--- src/rtl/ifq_pkg.sv ---
// ifq_pkg: shared constants and entry type for the IF/ID instruction queue
package ifq_pkg;
    localparam int DEPTH_DEF = 4;
    localparam logic [31:0] NOP = 32'h0000_0000;
    localparam logic [31:0] PC_INC = 32'd4;

    typedef struct packed {
        logic [31:0] inst;
        logic [31:0] pc;
    } entry_t;

    function automatic logic [31:0] pc_next(input logic [31:0] pc);
        return pc + PC_INC;
    endfunction
endpackage

--- src/rtl/if_id_queue_if.sv ---
// if_id_queue_if: fetch-side and decode-side handshake bundle for the IF/ID queue
interface if_id_queue_if import ifq_pkg::*; #(parameter int DEPTH = DEPTH_DEF);
    localparam int CW = $clog2(DEPTH) + 1;
    logic          InValid;
    logic          InReady;
    logic [31:0]   InstIn;
    logic [31:0]   PCIn;
    logic          Flush;
    logic          OutValid;
    logic          OutReady;
    logic [31:0]   InstOut;
    logic [31:0]   PCOut;
    logic [31:0]   PC4Out;
    logic [CW-1:0] Count;

    modport master (
        output InValid, InstIn, PCIn, Flush, OutReady,
        input  InReady, OutValid, InstOut, PCOut, PC4Out, Count
    );

    modport slave (
        input  InValid, InstIn, PCIn, Flush, OutReady,
        output InReady, OutValid, InstOut, PCOut, PC4Out, Count
    );
endinterface

--- src/rtl/ifq_mem.sv ---
// ifq_mem: DEPTH x 64-bit entry storage, synchronous write, combinational read
module ifq_mem #(
    parameter int DEPTH = 4
) (
    input  logic                     Clk,
    input  logic                     i_we,
    input  logic [$clog2(DEPTH)-1:0] i_waddr,
    input  logic [63:0]              i_wdata,
    input  logic [$clog2(DEPTH)-1:0] i_raddr,
    output logic [63:0]              o_rdata
);
    logic [63:0] r_mem [DEPTH];

    // write the accepted entry; contents are never cleared, validity lives in the count
    always_ff @(posedge Clk) begin
        if (i_we) r_mem[i_waddr] <= i_wdata;
    end

    assign o_rdata = r_mem[i_raddr];
endmodule

--- src/rtl/if_id_queue.sv ---
// if_id_queue: FIFO between fetch and decode with flush, gated NOP outputs and PC+4
module if_id_queue import ifq_pkg::*; #(
    parameter int DEPTH = DEPTH_DEF
) (
    input logic          Clk,
    input logic          Clr,
    if_id_queue_if.slave q
);
    localparam int AW = $clog2(DEPTH);
    localparam int CW = AW + 1;

    logic [AW-1:0] r_wp;
    logic [AW-1:0] r_rp;
    logic [CW-1:0] r_count;
    logic          w_valid;
    logic          w_ready;
    logic          w_push;
    logic          w_pop;
    entry_t        w_head;

    ifq_mem #(.DEPTH(DEPTH)) u_mem (
        .Clk     (Clk),
        .i_we    (w_push),
        .i_waddr (r_wp),
        .i_wdata ({q.InstIn, q.PCIn}),
        .i_raddr (r_rp),
        .o_rdata (w_head)
    );

    // handshakes come only from stored state; flush and reset cancel any transfer
    always_comb begin
        w_valid    = r_count != '0;
        w_ready    = r_count < CW'(DEPTH);
        w_push     = q.InValid & w_ready & ~q.Flush & ~Clr;
        w_pop      = w_valid & q.OutReady & ~q.Flush & ~Clr;
        q.InReady  = w_ready;
        q.OutValid = w_valid;
        q.Count    = r_count;
        q.InstOut  = w_valid ? w_head.inst : NOP;
        q.PCOut    = w_valid ? w_head.pc : 32'h0;
        q.PC4Out   = w_valid ? pc_next(w_head.pc) : 32'h0;
    end

    // pointers wrap naturally at the power-of-two depth; flush behaves like reset
    always_ff @(posedge Clk) begin
        if (Clr || q.Flush) begin
            r_wp    <= '0;
            r_rp    <= '0;
            r_count <= '0;
        end else begin
            if (w_push) r_wp <= r_wp + 1'b1;
            if (w_pop) r_rp <= r_rp + 1'b1;
            r_count <= r_count + CW'(w_push) - CW'(w_pop);
        end
    end
endmodule
--- src/flat_wrapper.sv ---
// flat-port wrapper written by rule: the top's interface ports become plain ports
module if_id_queue_flat import ifq_pkg::*;
#(
    parameter int DEPTH = DEPTH_DEF
)
  (Clk, Clr, q_InValid, q_InstIn, q_PCIn, q_Flush, q_OutReady, q_InReady, q_OutValid, q_InstOut, q_PCOut, q_PC4Out, q_Count);
  if_id_queue_if #(.DEPTH(DEPTH)) q_i ();
  input logic Clk;
  input logic Clr;
  input wire logic [$bits(q_i.InValid)-1:0] q_InValid;
  input wire logic [$bits(q_i.InstIn)-1:0] q_InstIn;
  input wire logic [$bits(q_i.PCIn)-1:0] q_PCIn;
  input wire logic [$bits(q_i.Flush)-1:0] q_Flush;
  input wire logic [$bits(q_i.OutReady)-1:0] q_OutReady;
  output wire logic [$bits(q_i.InReady)-1:0] q_InReady;
  output wire logic [$bits(q_i.OutValid)-1:0] q_OutValid;
  output wire logic [$bits(q_i.InstOut)-1:0] q_InstOut;
  output wire logic [$bits(q_i.PCOut)-1:0] q_PCOut;
  output wire logic [$bits(q_i.PC4Out)-1:0] q_PC4Out;
  output wire logic [$bits(q_i.Count)-1:0] q_Count;
  assign q_i.InValid = q_InValid;
  assign q_i.InstIn = q_InstIn;
  assign q_i.PCIn = q_PCIn;
  assign q_i.Flush = q_Flush;
  assign q_i.OutReady = q_OutReady;
  assign q_InReady = q_i.InReady;
  assign q_OutValid = q_i.OutValid;
  assign q_InstOut = q_i.InstOut;
  assign q_PCOut = q_i.PCOut;
  assign q_PC4Out = q_i.PC4Out;
  assign q_Count = q_i.Count;
  if_id_queue #(.DEPTH(DEPTH)) u_core (.Clk(Clk), .Clr(Clr), .q(q_i));
endmodule
--- config.mk ---
export PLATFORM = sky130hd
export DESIGN_NAME = if_id_queue_flat
export DESIGN_NICKNAME = d
export VERILOG_FILES = /design/src/rtl/ifq_pkg.sv /design/src/rtl/if_id_queue_if.sv /design/src/rtl/ifq_mem.sv /design/src/rtl/if_id_queue.sv /design/src/flat_wrapper.sv
export SDC_FILE = /design/constraint.sdc
export NUM_CORES = 1
export LEC_CHECK = 0
export ABC_AREA = 1
export CAP_MARGIN = 20
export CORE_UTILIZATION = 30
export DETAILED_ROUTE_END_ITERATION = 10
export GPL_TIMING_DRIVEN = 0
export SLEW_MARGIN = 20
export SYNTH_ARGS = -nofsm -noshare
export SYNTH_HDL_FRONTEND = slang
export SYNTH_SLANG_ARGS = --single-unit
--- constraint.sdc ---
create_clock -name Clk -period 4.5 [get_ports Clk]
set_input_delay 0.9 -clock Clk [delete_from_list [all_inputs] [get_ports Clk]]
set_output_delay 0.9 -clock Clk [all_outputs]
set_load 0.05 [all_outputs]
After elaboration in Yosys (flattened, before gate mapping)

Memory sizes are Yosys's and may differ from the RTL's. A register that Yosys moved wholly into a read port is not among the register bits.
Index checks and enable logic that the tools add are counted.

Bits of input ports: 69
Bits in writable memories: 256
Register bits: 7
Output and inout port bits: 101
Memories: 1
Logic and storage cells: 27

Order comparisons: 1
Reductions and logical operators: 2
Add/sub/neg operators: 5
Mux-type cells: 7
Bitwise gates (word level): 8

Memories:

| name               | words | bits a word | rd ports | clocked after memory_dff | wr ports | line          | RTL |
|---|---|---|---|---|---|---|---|
| u_core.u_mem.r_mem | 4     | 64          | 1        | 1                        | 1        | ifq_mem.sv:12 | `logic [63:0] r_mem [DEPTH];` |

Operators with widths:

| cell                  | number |
|---|---|
| $mux 32               | 3 |
| $add 32x3->32 const B | 1 |
| $and 1x1->1           | 6 |
| $add 2x1->2 const B   | 2 |
| $mux 2                | 2 |
| $add 3x1->3           | 1 |
| $lt 3x3->1 const B    | 1 |
| $reduce_bool 3->1     | 1 |
| $sub 3x1->3           | 1 |
| $mux 1                | 2 |
| $not 1->1             | 2 |
| $logic_or 1x1->1      | 1 |

Longest topological paths before layout

Gate-level depths: netlist of the first run.

Depth after elaboration: 6
Mapped depth: 15
Mapped depth without buffers: 14

By module

A second synthesis of the first run with hierarchy kept.

Cells, all modules: 1,381
Area, all modules: 12,480.7 um2

By module, submodules not included:

| module      | cells each | seq. area each (um2) | instances | area an instance (um2) |
|---|---|---|---|---|
| ifq_mem     | 1,010      | 7,687.4              | 1         | 10,761.6 |
| if_id_queue | 371        | 140.1                | 1         | 1,719.1 |

Worst setup path before layout of the first run

No wires, ideal clock.

Path type: input to register
From: in q_Flush
To: mem u_core.u_mem.r_mem[0][0] (enable)
Slack: -83 ps
Buffers on the path: 0
Data arrival time: 4,097 ps
Library setup time: 487 ps
Stages on the path: 3
Path through: nor2_1 nand3_1 nor2_1

Longest elaborated chain between the ends: 5

Ends and longest elaborated chain:

| element                      | line               | RTL |
|---|---|---|
| from (decl)                  | flat_wrapper.sv:13 | `input wire logic [$bits(q_i.Flush)-1:0] q_Flush;` |
| $not 1->1                    | if_id_queue.sv:34  | `w_push = q.InValid & w_ready & ~q.Flush & ~Clr;` |
| $and 1x1->1 (2 in series)    | if_id_queue.sv:34  |  |
| $mux 1                       | ifq_mem.sv:16      | `if (i_we) r_mem[i_waddr] <= i_wdata;` |
| $mux 1 (implied by the code) | ifq_mem.sv:16      |  |
| to (decl)                    | ifq_mem.sv:12      |  |

Every way passes these cells.

==> results_dict.tcl, run 1 <==
set metrics [dict create \
    run_status "finished, final reports clean" \
    reg2reg_from "u_core.q.Count[2]$_SDFF_PP0_" \
    dr.pass1.iters 5 \
    syn_inst 1211 \
    cp-start-kind "flip-flop" \
    cts_buffers 29 \
    drc 0 \
    fmax_mhz 230 \
    die_height_microns 202 \
    port_buffers 169 \
    yosysUniqueCellTypes 29 \
    start_util_pct 30.8 \
    end_kind "output pin" \
    wl_met2_microns 16400 \
    synth_top_area_cell "edfxtp_1" \
    tightest_slew_ns 0.693 \
    slowest_stage "dlygate4sd2_1" \
    max_stage_delay_ns 0.56 \
    cts_root_buf "clkbuf_16" \
    wl_met3_microns 2570 \
    fin_crit_sh_pct 96.7 \
    wl_per_cell_microns 17.8 \
    insertion_delay_ns 0.54 \
    hp-start "u_core.r_rp[1]$_SDFFE_PP0P_" \
    setup_viol 0 \
    layout-drive-gt1-share_pct 9.21 \
    wl_microns 35000 \
    synth_seq_area_share_pct 65.4 \
    vdd_ir_drop_max_mv 0.352 \
    critical_path_buf_inv_count 4 \
    p_leak_nw 5.86 \
    drt_iter0_drc 690 \
    critPathKind "reg -> out" \
    synth_commonest_cells "332 x nand2_1, 256 x edfxtp_1, 230 x nor2_1" \
    synth_edf_count 256 \
    area_delta_synth_final_pct 29.7 \
    cts_sinks 265 \
    synthMostInstantiatedCell "nand2_1" \
    async_flop_share_pct 0 \
    grt_use_total_pct 16.9 \
    via_per_inst 4.71 \
    avgSynthCellArea_sq_um 9.94 \
    path_delay_family "buffers and inverters" \
    ys_seq_elements 265 \
    place_congestion 0.914 \
    crit_chain "buf_2 > buf_4 > o211ai_1 > nand2_1 > ha_1 > nand2_1 > nor2_1 > nand2_2 > nor2_4 > nand2_1 > nand2_1 > inv_1 > nor2_1 > dlygate4sd2_1" \
    wl_met1_microns 15400 \
    cts_tree "yes" \
    cp_data_arrival_time_ns 3.45 \
    skew_ns 0.0129 \
    dp_cells 1910 \
    hp-class "reg -> reg" \
    overflow 0 \
    place_hpwl_microns 25000 \
    pwr_density_cell_mw_per_mm2 338 \
    crit_required_ns 3.60 \
    ctsHoldBuffers 0 \
    post_cts_buffers 0 \
    cts_buffer_depth 3 \
    grt_antenna_before_repair 4 \
    dieArea_sq_mm 0.0409 \
    row_count 72 \
    grt_pass1_wl_microns 52900 \
    synthTopCellsByArea "edfxtp_1 64%, nand2_1 10%, nor2_1 7.2%" \
    cts.htree.levels 1 \
    detail-route-antenna-nets 0 \
    path_common_cell "nand2_1" \
    synth_top_area_share_pct 63.9 \
    grt_max_degree 23 \
    grt_pass1_vias 8967 \
    critPathMaxFanout 10 \
    total_power_mw 5.27 \
    final_net_count 1500 \
    vias 9236 \
    core-area_sq_mm 0.0391 \
    maxCapViolations 0 \
    die_w_microns 202 \
    fin_crit_ns 4.35 \
    routed.top_layer "met5" \
    hold_viol 0 \
    max_slew_margin_pct 53.8 \
    syn-cell-area_sq_mm 0.0120 \
    yosys_warnings 0 \
    clkTransAtPathRegs_ns 0.06 \
    instances_no_fill 1963 \
    slew_violations 0 \
    ios 170 \
    syn-num-nets 1288 \
    ys.flop_type "edfxtp_1" \
]
[cell type report]
type / count / area [sq um]
fill: 3802 / 23500
sequential: 265 / 7870
multi-input combinational: 833 / 3670
timing repair buffer: 181 / 1980
clock buffer: 33 / 741
tap: 518 / 648
buffer: 58 / 340
inverter: 55 / 206
clock inverter: 19 / 148
antenna: 1 / 2.50
[layout by cell type (no fill, tap or decap), types with 5 or more instances in the layout]
cell and instances:
buf_6 5, edfxtp_1 256, dlygate4sd2_1 11, clkbuf_1 19, nand2_2 16, clkbuf_16 29, inv_1 51, buf_12 6
buf_16 7, clkdlybuf4s50_1 155, clkbuf_2 5, nor2_4 8, buf_1 6, nand2_1 332, o21ai_0 85, a21oi_1 58
buf_4 8, dfxtp_1 9, nor2_2 14, nand3_1 71, buf_2 17, nor2_1 226, ha_1 7, clkinv_2 5
clkinv_1 8
[cell families (layout without fill, tap and decap cells)]
| group | Yosys count | after routing | share of synthesized area (%) |
|---|---|---|---|
| AND/OR/NAND/NOR | 673 | 673 | 22.7 |
| flip-flops | 265 | 265 | 65.4 |
| other | 0 | 1 | 0 |
| buffers and inverters | 113 | 346 | 4.48 |
| adder cells (fa/ha/maj) | 8 | 8 | 0.894 |
| XOR/XNOR | 4 | 4 | 0.291 |
| AO/OA/AOI/OAI | 148 | 148 | 6.23 |
[per-stage QoR]
step                      utilization, %  setup WS [ns]  hold slack (ns)  cell area (sq um)  setup TNS (ns)
after CTS                           39.9         0.0277            0.477              15600               0
after floorplan                        -        -0.0834            0.436              12000          -21.34
after global placement              36.8          -3.26            0.453              14400         -822.30
after global routing                39.9       -0.00392            0.508              15600        -0.00863
after detailed placement            37.6          0.264            0.467              14700               0
final                               39.9          0.146            0.477              15600               0
[final timing paths]
check / to / slack (ns) / depth (start not counted)
hold / removal: u_core.r_rp[1]$_SDFFE_PP0P_ / 0.48 / 2
hold reg to reg: u_core.r_rp[1]$_SDFFE_PP0P_ / 0.48 / 2
setup / recovery: q_PC4Out[22] / 0.15 / 14
setup reg to reg: u_core.q.Count[2]$_SDFF_PP0_ / 1.75 / 11
[what timing repair did]
action	CTS	global route
cloned	0	0
endpoints found under the setup margin	27	23
gates resized for setup	15	10
[registers in the layout, indices dropped and copies added (netlist names), named ones only]
name / count
u_core.q.Count: 3
u_core.r_rp: 2
u_core.r_wp: 2
u_core.u_mem.r_mem: 256
[metal layers]
layer	vias up	GRT usage (%)
li1	4496	-
met5	-	0
met1	4379	22.6
met4	8	2.95
met2	302	28.4
met3	51	3.68
[worst min-delay path, delay by kind of cell (launching register included)]
family	cells	cell delay (ns)
buf+inv	1	0.06
compound gates	1	0.07
flops	1	0.30
[power breakdown]
group          leakage (nW)  internal (mW)  total [mW]  switching [mW]
combinational          3.04          0.120       0.326           0.206
clock                 0.431           1.29        2.21           0.920
sequential             2.39           2.73        2.74         0.00664
total                  5.86           4.14        5.27            1.13
No activity file was read; power rests on OpenSTA's default activity.
==> run 2: changes to the inputs <==
--- a/config.mk
+++ b/config.mk
@@ -6,6 +6,7 @@
 export NUM_CORES = 1
 export LEC_CHECK = 0
 export ABC_AREA = 1
+export ABC_CLOCK_PERIOD_IN_PS = 4500
 export CAP_MARGIN = 20
 export CORE_UTILIZATION = 30
 export DETAILED_ROUTE_END_ITERATION = 10
==> results of run 2 <==
Final layout, timing and power as in run 1 (identical DEF).
